## src/rtl/dispatch_pkg.sv

```systemverilog
// Shared types and constants for the dispatch controller: FU indices, queue entry
// layout and a one-hot check used on the decode FU select.
package dispatch_pkg;

  localparam int unsigned NUM_FU = 4;
  localparam int unsigned FU_ALU = 0;
  localparam int unsigned FU_LSU = 1;
  localparam int unsigned FU_MUL = 2;
  localparam int unsigned FU_BR  = 3;

  localparam int unsigned DISP_XLEN   = 32;
  localparam int unsigned DISP_PREG_W = 5;

  typedef struct packed {
    logic [DISP_XLEN-1:0]   pc;
    logic [NUM_FU-1:0]      fu;
    logic [DISP_PREG_W-1:0] prs1;
    logic [DISP_PREG_W-1:0] prs2;
    logic [DISP_PREG_W-1:0] prd;
  } disp_entry_t;

  function automatic logic is_onehot(input logic [NUM_FU-1:0] v);
    logic seen;
    logic multi;
    seen  = 1'b0;
    multi = 1'b0;
    for (int unsigned i = 0; i < NUM_FU; i++) begin
      if (v[i]) begin
        if (seen) multi = 1'b1;
        seen = 1'b1;
      end
    end
    return seen && !multi;
  endfunction

endpackage

```

## src/rtl/fu_credit_cnt.sv

```systemverilog
// Credit counter for one reservation station: starts full, spends on dispatch,
// refills on free, holds at full and flags an overflowing free.
module fu_credit_cnt #(
  parameter int unsigned RS_DEPTH = 4
) (
  input  logic clk,
  input  logic rst_n,
  input  logic flush,
  input  logic dispatch,
  input  logic free,
  output logic zero,
  output logic overflow
);

  localparam int unsigned CW = $clog2(RS_DEPTH + 1);
  localparam logic [CW-1:0] Full = CW'(RS_DEPTH);

  logic [CW-1:0] credit_q, credit_d;

  always_comb begin
    credit_d = credit_q;
    overflow = 1'b0;
    if (flush) begin
      // Reservation stations flush alongside us, so every entry comes back.
      credit_d = Full;
    end else if (dispatch && !free) begin
      credit_d = credit_q - CW'(1);
    end else if (free && !dispatch) begin
      if (credit_q == Full) begin
        overflow = 1'b1;
      end else begin
        credit_d = credit_q + CW'(1);
      end
    end
  end

  assign zero = (credit_q == '0);

  always_ff @(posedge clk or negedge rst_n) begin
    if (!rst_n) begin
      credit_q <= Full;
    end else begin
      credit_q <= credit_d;
    end
  end

endmodule

```

## src/rtl/dispatch_ctrl.sv

```systemverilog
// In-order dispatch queue between rename and the four FU reservation stations,
// gated by per-FU credits. Optional stall counter under DISPATCH_PERF_CNT_EN.
module dispatch_ctrl
  import dispatch_pkg::*;
#(
  parameter int unsigned QDEPTH   = 2,
  parameter int unsigned RS_DEPTH = 4,
  parameter int unsigned PREG_W   = DISP_PREG_W,
  parameter int unsigned XLEN     = DISP_XLEN
) (
  input  logic              clk_i,
  input  logic              reset_i,
  input  logic              flush_i,
  input  logic              dec_valid_i,
  output logic              dec_ready_o,
  input  logic [XLEN-1:0]   dec_pc_i,
  input  logic [3:0]        dec_fu_i,
  input  logic [PREG_W-1:0] dec_prs1_i,
  input  logic [PREG_W-1:0] dec_prs2_i,
  input  logic [PREG_W-1:0] dec_prd_i,
  output logic [3:0]        disp_valid_o,
  output logic [XLEN-1:0]   disp_pc_o,
  output logic [PREG_W-1:0] disp_prs1_o,
  output logic [PREG_W-1:0] disp_prs2_o,
  output logic [PREG_W-1:0] disp_prd_o,
  input  logic [3:0]        rs_free_i,
  output logic              err_o
`ifdef DISPATCH_PERF_CNT_EN
  ,
  output logic [31:0]       stall_cnt_o
`endif
);

  if (XLEN != DISP_XLEN || PREG_W != DISP_PREG_W) begin : g_width_chk
    $error("dispatch_ctrl: XLEN/PREG_W must match the dispatch_pkg entry layout");
  end
  if (QDEPTH < 2 || (QDEPTH & (QDEPTH - 1)) != 0) begin : g_depth_chk
    $error("dispatch_ctrl: QDEPTH must be a power of two >= 2");
  end

  localparam int unsigned PtrW = $clog2(QDEPTH);
  localparam int unsigned CntW = $clog2(QDEPTH + 1);
  localparam logic [CntW-1:0] QFull = CntW'(QDEPTH);

  disp_entry_t           mem_q [QDEPTH];
  disp_entry_t           head;
  disp_entry_t           entry_in;
  logic [PtrW-1:0]       wr_ptr_q, wr_ptr_d;
  logic [PtrW-1:0]       rd_ptr_q, rd_ptr_d;
  logic [CntW-1:0]       count_q, count_d;
  logic                  empty;
  logic                  push_acc;
  logic                  push;
  logic                  pop;
  logic                  bad_fu;
  logic [NUM_FU-1:0]     disp_valid;
  logic [NUM_FU-1:0]     cred_zero;
  logic [NUM_FU-1:0]     cred_ovf;
  logic                  err_q;

  assign empty       = (count_q == '0);
  assign dec_ready_o = (count_q != QFull) && !flush_i;
  assign push_acc    = dec_valid_i && dec_ready_o;
  // A malformed FU select is consumed so decode never wedges on it.
  assign push        = push_acc && is_onehot(dec_fu_i);
  assign bad_fu      = push_acc && !is_onehot(dec_fu_i);
  assign head        = mem_q[rd_ptr_q];

  always_comb begin
    entry_in      = '0;
    entry_in.pc   = dec_pc_i;
    entry_in.fu   = dec_fu_i;
    entry_in.prs1 = dec_prs1_i;
    entry_in.prs2 = dec_prs2_i;
    entry_in.prd  = dec_prd_i;
  end

  always_comb begin
    disp_valid = '0;
    for (int unsigned k = 0; k < NUM_FU; k++) begin
      disp_valid[k] = !empty && head.fu[k] && !cred_zero[k] && !flush_i;
    end
  end

  assign pop          = |disp_valid;
  assign disp_valid_o = disp_valid;

  always_comb begin
    disp_pc_o   = '0;
    disp_prs1_o = '0;
    disp_prs2_o = '0;
    disp_prd_o  = '0;
    if (!empty) begin
      disp_pc_o   = head.pc;
      disp_prs1_o = head.prs1;
      disp_prs2_o = head.prs2;
      disp_prd_o  = head.prd;
    end
  end

  always_comb begin
    wr_ptr_d = wr_ptr_q;
    rd_ptr_d = rd_ptr_q;
    count_d  = count_q;
    if (flush_i) begin
      wr_ptr_d = '0;
      rd_ptr_d = '0;
      count_d  = '0;
    end else begin
      if (push) wr_ptr_d = wr_ptr_q + PtrW'(1);
      if (pop)  rd_ptr_d = rd_ptr_q + PtrW'(1);
      if (push && !pop) begin
        count_d = count_q + CntW'(1);
      end else if (!push && pop) begin
        count_d = count_q - CntW'(1);
      end
    end
  end

  always_ff @(posedge clk_i or negedge reset_i) begin
    if (!reset_i) begin
      wr_ptr_q <= '0;
      rd_ptr_q <= '0;
      count_q  <= '0;
      err_q    <= 1'b0;
    end else begin
      wr_ptr_q <= wr_ptr_d;
      rd_ptr_q <= rd_ptr_d;
      count_q  <= count_d;
      err_q    <= bad_fu || (|cred_ovf);
    end
  end

  always_ff @(posedge clk_i or negedge reset_i) begin
    if (!reset_i) begin
      for (int unsigned i = 0; i < QDEPTH; i++) begin
        mem_q[i] <= '0;
      end
    end else if (push) begin
      mem_q[wr_ptr_q] <= entry_in;
    end
  end

  assign err_o = err_q;

  for (genvar k = 0; k < NUM_FU; k++) begin : g_credit
    fu_credit_cnt #(
      .RS_DEPTH(RS_DEPTH)
    ) u_credit (
      .clk     (clk_i),
      .rst_n   (reset_i),
      .flush   (flush_i),
      .dispatch(disp_valid[k]),
      .free    (rs_free_i[k]),
      .zero    (cred_zero[k]),
      .overflow(cred_ovf[k])
    );
  end

`ifdef DISPATCH_PERF_CNT_EN
  logic        head_blocked;
  logic [31:0] stall_cnt_q;

  assign head_blocked = !empty && (|(head.fu & cred_zero));

  always_ff @(posedge clk_i or negedge reset_i) begin
    if (!reset_i) begin
      stall_cnt_q <= '0;
    end else if (head_blocked && (stall_cnt_q != '1)) begin
      stall_cnt_q <= stall_cnt_q + 32'd1;
    end
  end

  assign stall_cnt_o = stall_cnt_q;
`endif

endmodule

```

## config.mk

```make
export PLATFORM = sky130hd
export DESIGN_NAME = dispatch_ctrl
export DESIGN_NICKNAME = d
export VERILOG_FILES = /design/src/rtl/dispatch_pkg.sv /design/src/rtl/fu_credit_cnt.sv /design/src/rtl/dispatch_ctrl.sv
export SDC_FILE = /design/constraint.sdc
export NUM_CORES = 1
export LEC_CHECK = 0
export BUFFER_PORTS_ARGS = -buffer_cell sky130_fd_sc_hd__buf_2
export CORE_ASPECT_RATIO = 1.25
export CORE_MARGIN = 4
export CORE_UTILIZATION = 41
export DETAILED_ROUTE_END_ITERATION = 10
export PLACE_DENSITY = 0.74
export SETUP_SLACK_MARGIN = 0.15
export SYNTH_ARGS = -nofsm -noshare
export SYNTH_HDL_FRONTEND = slang
export SYNTH_SLANG_ARGS = --single-unit
```

## constraint.sdc

```tcl
create_clock -name clk_i -period 1.8 [get_ports clk_i]
set_input_delay 0.09 -clock clk_i [delete_from_list [all_inputs] [get_ports clk_i]]
set_output_delay 0.09 -clock clk_i [all_outputs]
set_load 0.02 [all_outputs]
```

==> results.toml, run 1 <==
[synthesis]
syn_area_per_cell_sq_um = 12.9
synth-edff-count = 0
synth_fp_nets = 528
synth_warnings = 0
synthArstFlopShare_pct = 100
synthCells = 465
ys_seq_area_share_pct = 49.8
ys_seq_elements = 119
ys_types = 51
synthFlopType = "dfrtp_1"
syn_area_sq_um = 5990

[detailed_routing]
drc = 0
via_count = 4774
wire_per_inst_um = 20.5
dr.first_iter.drc_count = 328
wirelength_mm = 18.3
ant_nets = 0
firstDrtPassIters = 4
vias_per_cell = 5.33

[layout]
final_cell_mix = "dfrtp_1 (113), mux2_4 (102), buf_2 (89)"
drive_gt1_share_pct = 52.4
seq_area_sq_um = 2990
fillCellCount = 977
nets = 766
final_common_cell = "dfrtp_1"
multi_input_area_sq_um = 3280
area_delta_synth_final_pct = 58.9
stdcell_count = 895

[timing]
finalCriticalPeriod_ns = 1.91
finalSetupViolations = 67
tightest_slew_ns = 0.557
setup-tns-final_ns = -1.50
holdWs_ns = 0.0976
rsz0062_at_grt = "true"
fin_ws_ns = -0.107
clock_skew_ns = 0.00500
fin_crit_sh_pct = 106
hold_viol_final = 0
slew_viol_final = 0
maxSlewHeadroom_pct = 62.9
max_clock_freq_mhz = 525

[cts]
cts_tree = "yes"
clkTransAtPathRegs_ns = 0.05
clock_path_buffers = 2
cts_num_sinks = 119
clock_latency_ns = 0.42
h-tree-depth = 4
root_buffer = "clkbuf_16"
cts_buffers = 17

[status]
status = "finished, violations left"
failed_checks = "negative setup slack"

[worst_setup_path]
crit_path_cell_trace = "mux2i_4, nor4_4, fa_2, or3_4, a21boi_1, o21ai_1"
startpoint_type = "register"
cp.arrival_ns = 2.25
cp.required_ns = 2.14
endpoint_kind = "register"
path_max_fanout = 6
crit_buf_inv = 0
r2r_cells = 6
worstSetupPathType = "register to register"
slowest_delay_ns = 0.51
cp_slowest_cell = "dfrtp_4"
cp.depth = 6
critPathTopFamily = "flip-flops"

[job]
drv_cap = 0

[power]
cellLeakagePower_nw = 4.53
p_per_area_nw_per_um2 = 998
peakVddDrop_uv = 796
p_total_mw = 9.49

[global_route]
grt_pass1_vias = 5346
overflow = 0
antenna_found_initial = 1
grt_usage_pct = 21.8
grt_max_degree = 48
grt_pass1_wl_mm = 27.8

[floorplan]
die_w_um = 116
floorplan.rows = 49
ios = 112
initial_core_util_pct = 41.7
design.core.area_sq_um = 14300
die_h_um = 143
dieArea_sq_um = 16600

[min_path]
hold_path_class = "input pin to register"
min_path_cells = 4

[place]
place.gp.congestion = 0.782
numPortBuffers = 111
dp_hpwl_mm = 9.46
place_inst = 758
[logic make-up (layout without fill, tap and decap cells)]
| family | Yosys count | after routing | share of synthesized area [%] |
|---|---|---|---|
| fa+ha+maj | 4 | 4 | 1.34 |
| buf+inv | 30 | 281 | 3.30 |
| other cells | 0 | 1 | 0 |
| flops | 119 | 119 | 49.8 |
| xor+xnor | 6 | 6 | 0.878 |
| compound gates | 32 | 32 | 3.97 |
| simple gates | 115 | 115 | 8.84 |
| mux | 159 | 159 | 31.8 |
[Yosys cell counts (all sizes together) (2+ instances only)]
| master | n | area (sq um) |
|---|---|---|
| a211oi | 2 | 15.0 |
| a21bo | 2 | 20.0 |
| a21oi | 2 | 10.0 |
| a31oi | 2 | 12.5 |
| and2 | 2 | 12.5 |
| buf | 24 | 175 |
| clkbuf | 4 | 15.0 |
| dfrtp | 115 | 2880 |
| dfstp | 4 | 105 |
| fa | 4 | 80.1 |
| inv | 2 | 7.51 |
| mux2 | 102 | 1340 |
| mux2i | 57 | 571 |
| nand2 | 10 | 37.5 |
| nand3 | 5 | 37.5 |
| nor2 | 72 | 275 |
| nor3 | 11 | 60.1 |
| nor4 | 4 | 25.0 |
| nor4b | 2 | 17.5 |
| o211ai | 2 | 15.0 |
| o21a | 2 | 15.0 |
| o21ai | 5 | 25.0 |
| o22ai | 2 | 12.5 |
| o311ai | 3 | 26.3 |
| o31a | 2 | 17.5 |
| or3 | 3 | 18.8 |
| xnor2 | 4 | 35.0 |
| xor2 | 2 | 17.5 |
[flip-flops by register name, summed over array words and instances (netlist names)]
register,flops
mem_q,102
wr_ptr_q,1
g_credit.u_credit.credit_q,12
count_q,2
err_o,1
rd_ptr_q,1
[metrics by stage]
stage	setup slack (ns)	cell area (sq um)	utilization (%)
after global placement	-0.0765	7110	49.6
after global routing	-0.186	9510	66.3
after CTS	-0.0810	9220	64.2
after floorplan	0.000123	6200	-
final	-0.107	9510	66.3
after detailed placement	-0.105	7110	49.6
[worst min-delay path, stage by stage]
cell      delay [ns]
buf_2           0.13
nand2_1         0.09
o21a_1          0.11
o211ai_1        0.08
[path summary, 6_finish.rpt]
kind	from	to	slack, ns
max	rd_ptr_q	g_credit[0].u_credit.credit_q[2]	-0.11
min	rs_free_i[3]	g_credit[3].u_credit.credit_q[2]	0.1
max reg2reg	rd_ptr_q	g_credit[0].u_credit.credit_q[2]	-0.11
min reg2reg	mem_q[71]	mem_q[71]	0.51
max in group asynchronous	reset_i	g_credit[3].u_credit.credit_q[2]	0.87
min in group asynchronous	reset_i	mem_q[3]	0.22
[area by class of cell]
type                       instances  area share (%)
multi-input combinational        316            34.5
sequential                       119            31.4
timing repair buffer             247            25.3
clock buffer                      20            4.80
tap                              178            2.34
clock inverter                    12            1.58
inverter                           2          0.0789
antenna                            1          0.0263
[per-layer routing]
layer  GRT usage (%)  routed length (um)  vias to the layer above
met5               0                   0                        -
met4            9.47                 643                        0
met3            4.62                 779                       57
met2            38.8                9680                      172
met1            25.1                7210                     2403
li1                -                   -                     2142
[timing repair]
action | CTS | global route
setup endpoints to repair | 168 | 170
endpoints found under the hold margin | 139 | 0
cloned | 12 | 3
pin swaps | 8 | 5
buffers inserted | 29 | 8
hold buffers | 52 | 0
gates resized for setup | 81 | 46
[power breakdown]
part | leakage [nW] | total, mW | internal, mW | switching, mW
sequential | 1.53 | 3.52 | 3.18 | 0.337
clock | 0.292 | 3.49 | 2.24 | 1.25
combinational | 2.71 | 2.48 | 1.43 | 1.05
total | 4.53 | 9.49 | 6.86 | 2.63
Note: power is estimated with default switching activity, not from simulation.
==> inputs of run 2 (changes only) <==
- ABC_AREA: not set -> 1
- PLACE_DENSITY: 0.74 -> 0.75
==> results.toml, run 2 <==
[status]
status = "finished, violations left"
failed_checks = "negative setup slack"

[synthesis]
synth_top_family_by_area = "simple AND/OR/NAND/NOR gates"
synth.most_common_cell = "nand2_1"
ys_seq_area_share_pct = 51.8
synth_warnings = 0
synth_fp_nets = 771
synth-xor-area-share_pct = 1.06
synthAdderAreaFrac_pct = 1.39
synth-edff-count = 0
syn_area_per_cell_sq_um = 8.14
synthFlopType = "dfrtp_1"
synth_top_area_share_pct = 49.9
ys_types = 30
ys_seq_elements = 119
synth-compound-area-share_pct = 16.3
synthArstFlopShare_pct = 100
yosys.area_share.simple_pct = 20.9
synthCells = 708
synth.mux.area_fraction_pct = 0
synthTopCellsByCount = "nand2_1 (241), dfrtp_1 (115), inv_1 (65)"
syn_area_sq_um = 5760
synth_area_leader_cell = "dfrtp_1"
synth.area.top_cells = "dfrtp_1 (50%), nand2_1 (16%), o21ai_0 (4.9%), a21oi_1 (4.3%), inv_1 (4.2%)"

[cts]
cts_num_sinks = 119
h-tree-depth = 4
clock_path_buffers = 2
root_buffer = "clkbuf_16"
cts_tree = "yes"
cts_buffers = 17
clock_latency_ns = 0.40
clkTransAtPathRegs_ns = 0.06

[detailed_routing]
dr.first_iter.drc_count = 320
via_count = 5883
wire_per_inst_um = 17.8
vias_per_cell = 5.31
wirelength_mm = 19.7
ant_nets = 0
firstDrtPassIters = 5
drc = 0

[floorplan]
floorplan.rows = 48
design.core.area_sq_um = 13800
initial_core_util_pct = 41.7
die_h_um = 141
die_w_um = 114
ios = 112
dieArea_sq_um = 16000

[timing]
hold_viol_final = 0
fin_ws_ns = -0.0419
slew_viol_final = 0
holdWs_ns = 0.0277
finalCriticalPeriod_ns = 1.84
finalSetupViolations = 5
rsz0062_at_grt = "true"
tightest_slew_ns = 0.643
clock_skew_ns = 0.00629
fin_crit_sh_pct = 102
maxSlewHeadroom_pct = 57.1
max_clock_freq_mhz = 543

[worst_setup_path]
cp.required_ns = 2.09
crit_path_cell_trace = "nor2_4, nor2_4, nand3_4, buf_4, buf_6, buf_4, nand3b_1, nand2_2, nand3_1, o21ai_1"
cp.arrival_ns = 2.13
critPathTopFamily = "simple AND/OR/NAND/NOR gates"
cp_slowest_cell = "dfrtp_1"
crit_buf_inv = 3
worstSetupPathType = "register to register"
endpoint_kind = "register"
startpoint_type = "register"
slowest_delay_ns = 0.44
path_max_fanout = 5

[layout]
seq_area_sq_um = 2980
largest_register_ffs = 102
final_common_cell = "nand2_1"
n_antenna_cell = 0
top_regs = "mem_q: 102 flops, g_credit.u_credit.credit_q: 12 flops, count_q: 2 flops"
fillCellCount = 958
nets = 983
multi_input_area_sq_um = 3080
top_register = "mem_q"
drive_gt1_share_pct = 44.7
final_cell_mix = "nand2_1 (175), dfrtp_1 (114), buf_2 (68)"
area_delta_synth_final_pct = 64.0
design_area_sq_um = 9450

[place]
dp_hpwl_mm = 8.56
place.gp.congestion = 0.849
numPortBuffers = 111
dpl-instance-area_sq_um = 6570

[global_route]
grt_pass1_vias = 5299
grt_pass1_wl_mm = 25.4
grt_usage_pct = 19.6
overflow = 0
antenna_found_initial = 0
grt_max_degree = 120

[power]
cellLeakagePower_nw = 4.59
peakVddDrop_uv = 821
p_per_area_nw_per_um2 = 1570

[job]
drv_cap = 0

[min_path]
hold_path_class = "input pin to register"
==> run 2: cell types whose count changed in the layout (fill, tap and decap cells not counted), sizes merged, moves of 4 or more <==
cell    change
a21oi      +47
buf        -20
clkbuf     +12
inv        +63
mux2      -102
mux2i      -57
nand2     +243
nand3      +12
nor2       -53
nor3        -6
nor4        -4
o21ai     +114
==> run 2: area by class of cell <==
cell class | instances | area share (%)
tap | 175 | 2.32
timing repair buffer | 234 | 24.7
inverter | 67 | 2.71
multi-input combinational | 481 | 32.6
clock inverter | 8 | 1.02
clock buffer | 24 | 5.10
sequential | 119 | 31.6
==> run 2: metrics by stage <==
| step | total power, mW | worst slack, ns | cells | utilization, % | TNS, ns |
|---|---|---|---|---|---|
| final | 14.9 | -0.0419 | 1108 | 68.4 | -0.123 |
| after global routing | 15.6 | -0.126 | 1108 | 68.4 | -1.31 |
| after CTS | 13.0 | 0.0162 | 1069 | 58.8 | 0 |
| after detailed placement | 9.02 | 0.0204 | 970 | 47.5 | 0 |
| after global placement | 8.89 | 0.0839 | 970 | 47.5 | 0 |
| after floorplan | 7.54 | 0.0855 | 708 | - | 0 |
==> run 2: power breakdown <==
group          switching [mW]  internal (mW)  leakage, nW  total (mW)
clock network            1.18           2.14        0.284        3.32
registers               0.842           3.75         1.54        4.59
logic                    3.83           3.13         2.77        6.96
total                    5.84           9.03         4.59        14.9
==> run 2: repair_timing <==
item	CTS	global route
endpoints found under the setup margin	71	170
pin swaps	23	12
cloned	5	23
setup buffers	12	16
endpoints found under the hold margin	208	0
hold buffers	51	0
resized for setup	71	258
==> run 2: worst paths after layout <==
kind                             startpoint                          endpoint  slack [ns]  cells past startpoint
worst max-delay path             count_q[1]  g_credit[0].u_credit.credit_q[1]       -0.04                     10
worst min-delay path            dec_fu_i[0]                         mem_q[66]        0.03                      3
worst max register to register   count_q[1]  g_credit[0].u_credit.credit_q[1]       -0.04                     10
worst min register to register    mem_q[65]                         mem_q[65]        0.48                      2
max in group asynchronous           reset_i                          rd_ptr_q        0.96                      3
min in group asynchronous           reset_i                         mem_q[54]        0.32                      3
==> run 2: cell families after synthesis <==
group | count (synthesis)
xor gates and xnor gates | 7
DFF | 119
AOI/OAI and AO/OA | 170
and+or+nand+nor | 297
buffers and inverters | 111
adders and majority gates | 4
==> run 2: metal layers <==
| metal | vias up | wire length (um) | GRT usage (%) |
|---|---|---|---|
| met5 | - | 0 | 0 |
| met4 | 0 | 626 | 8.19 |
| met3 | 52 | 1030 | 3.76 |
| met2 | 231 | 10400 | 32.5 |
| met1 | 2916 | 7720 | 24.9 |
| li1 | 2684 | - | - |
==> run 2: tightest hold or removal path: stages <==
cell     delay, ns
buf_2         0.13
inv_1         0.10
o21ai_2       0.07
==> inputs of run 3 (changes only) <==
- RECOVER_POWER: not set -> 50
- REMOVE_ABC_BUFFERS: not set -> 1
- TNS_END_PERCENT: not set -> 5
==> results.toml, run 3 (synthesis gave the netlist of run 2 again) <==
[floorplan]
initial_core_util_pct = 41.7
floorplan.rows = 48
dieArea_sq_um = 16000
die_h_um = 141
die_w_um = 114
ios = 112
design.core.area_sq_um = 13800

[power]
p_total_mw = 13.3
peakVddDrop_uv = 987
pwr-share-seq_pct = 33.9
p_sw_share_pct = 38.3
p_comb_share_pct = 40.6
net-switching-power_mw = 5.09
pwr-share-clk_pct = 25.6
p_per_area_nw_per_um2 = 1600
cellLeakagePower_nw = 4.18
internal_power_mw = 8.20

[detailed_routing]
ant_nets = 0
wire_per_inst_um = 14.5
firstDrtPassIters = 4
vias_per_cell = 4.93
dr.first_iter.drc_count = 256
drc = 0
via_count = 5284
wirelength_mm = 15.5

[layout]
drive_gt1_share_pct = 34.2
nets = 947
final_common_cell = "nand2_1"
area_delta_synth_final_pct = 44.5
top_regs = "mem_q: 102 flops, g_credit.u_credit.credit_q: 12 flops, count_q: 2 flops"
top_register = "mem_q"
largest_register_ffs = 102
final_cell_mix = "nand2_1 (187), dfrtp_1 (113), buf_2 (100)"
n_antenna_cell = 0

[place]
dp_hpwl_mm = 8.74
numPortBuffers = 111
place.gp.congestion = 0.800

[min_path]
hold_path_class = "input pin to register"
hold_end = "g_credit[1].u_credit.credit_q[2]"
min_path_cells = 5
hp-start = "rs_free_i[1]"

[timing]
fin_crit_sh_pct = 97.2
tightest_slew_ns = 1.18
finalCriticalPeriod_ns = 1.75
slew_viol_final = 0
rsz0062_at_grt = "true"
setup-tns-final_ns = 0
maxSlewHeadroom_pct = 21.3
max_clock_freq_mhz = 571
clock_skew_ns = 0.00852
hold_viol_final = 0
finalSetupViolations = 0

[global_route]
grt_usage_pct = 18.3
grt_max_degree = 74
overflow = 0
grt_pass1_wl_mm = 23.9
grt_pass1_vias = 5226
antenna_found_initial = 0

[worst_setup_path]
worstSetupPathType = "register to primary output"
r2r_end = "g_credit[2].u_credit.credit_q[2]"
cp.arrival_ns = 1.66
startpoint_type = "register"
timing.rr.start = "g_credit[2].u_credit.credit_q[1]"
r2r_cells = 8
endpoint_kind = "primary output"
rrSetupSlack_ns = 0.06
path_max_fanout = 32
cp.required_ns = 1.71

[cts]
cts_num_sinks = 119
root_buffer = "clkbuf_16"
clkTransAtPathRegs_ns = 0.05
clock_latency_ns = 0.41
h-tree-depth = 4
clock_path_buffers = 2
cts_buffers = 17
cts_tree = "yes"

[status]
status = "completed"

[job]
drv_cap = 0
-- run 3: stage by stage --
step / cells / area (sq um) / hold WS, ns / util [%] / worst slack [ns]
after floorplan: 664 / 5520 / -0.206 / - / -1.50
after global placement: 976 / 6590 / 0.0968 / 47.7 / 0.0786
after detailed placement: 976 / 6590 / 0.0993 / 47.7 / 0.0589
after CTS: 1064 / 7910 / 0.0352 / 57.3 / 0.0888
after global routing: 1072 / 8330 / 0.0897 / 60.3 / -0.0727
final: 1072 / 8330 / 0.0795 / 60.3 / 0.0500
-- run 3: metal layers --
metal  part of all wire (%)  wire, um  track usage (%)  up-vias
met4                    1.3       205             4.88        0
met3                    3.9       611             4.06       14
li1                       -         -                -     2607
met1                     42      6560             22.5     2550
met2                     53      8170             32.3      113
met5                      0         0                0        -
-- run 3: area by class of cell --
class | count | area [sq um]
clock inverters | 8 | 92.6
multi-input cells | 478 | 2660
flip-flops and latches | 119 | 2990
inverters | 67 | 256
fillers | 1183 | 5480
clock buffers | 24 | 512
repair buffers | 201 | 1610
well taps | 175 | 219
-- run 3: how the worst max path moves through the flow --
stage / slack [ns] / endpoint / depth (start not counted) / start
2_1_floorplan: -1.50 / g_credit[2].u_credit.credit_q[2] / 8 / count_q[0]
3_3_place_gp: 0.08 / g_credit[2].u_credit.credit_q[2] / 8 / g_credit[2].u_credit.credit_q[1]
3_5_place_dp: 0.06 / g_credit[2].u_credit.credit_q[2] / 8 / count_q[1]
4_1_cts: 0.09 / g_credit[2].u_credit.credit_q[2] / 9 / rd_ptr_q
5_1_grt: -0.07 / g_credit[0].u_credit.credit_q[2] / 10 / rd_ptr_q
6_report: 0.05 / disp_prs1_o[2] / 4 / rd_ptr_q
-- run 3: worst max-delay path, cell delays in order (launching register included) --
cell and delay [ns]:
dfrtp_2 0.46, buf_8 0.26, nand2_1 0.08, a21oi_1 0.22, buf_2 0.22
-- run 3: power groups by stage --
stage	registers, mW	logic, mW	clock network, mW
final	4.50	5.39	3.40
after global routing	4.65	5.97	3.59
after CTS	4.36	5.14	3.46
after detailed placement	4.39	4.60	0
after global placement	4.34	4.53	0
after floorplan	4.35	2.98	0
-- run 3: what timing repair did --
item | CTS | global route
resized for setup | 40 | 126
pin swaps | 13 | 44
setup buffers | 3 | 2
endpoints found under the setup margin | 114 | 169
gates cloned | 1 | 6
hold buffers | 52 | 0
hold endpoints to repair | 214 | 0
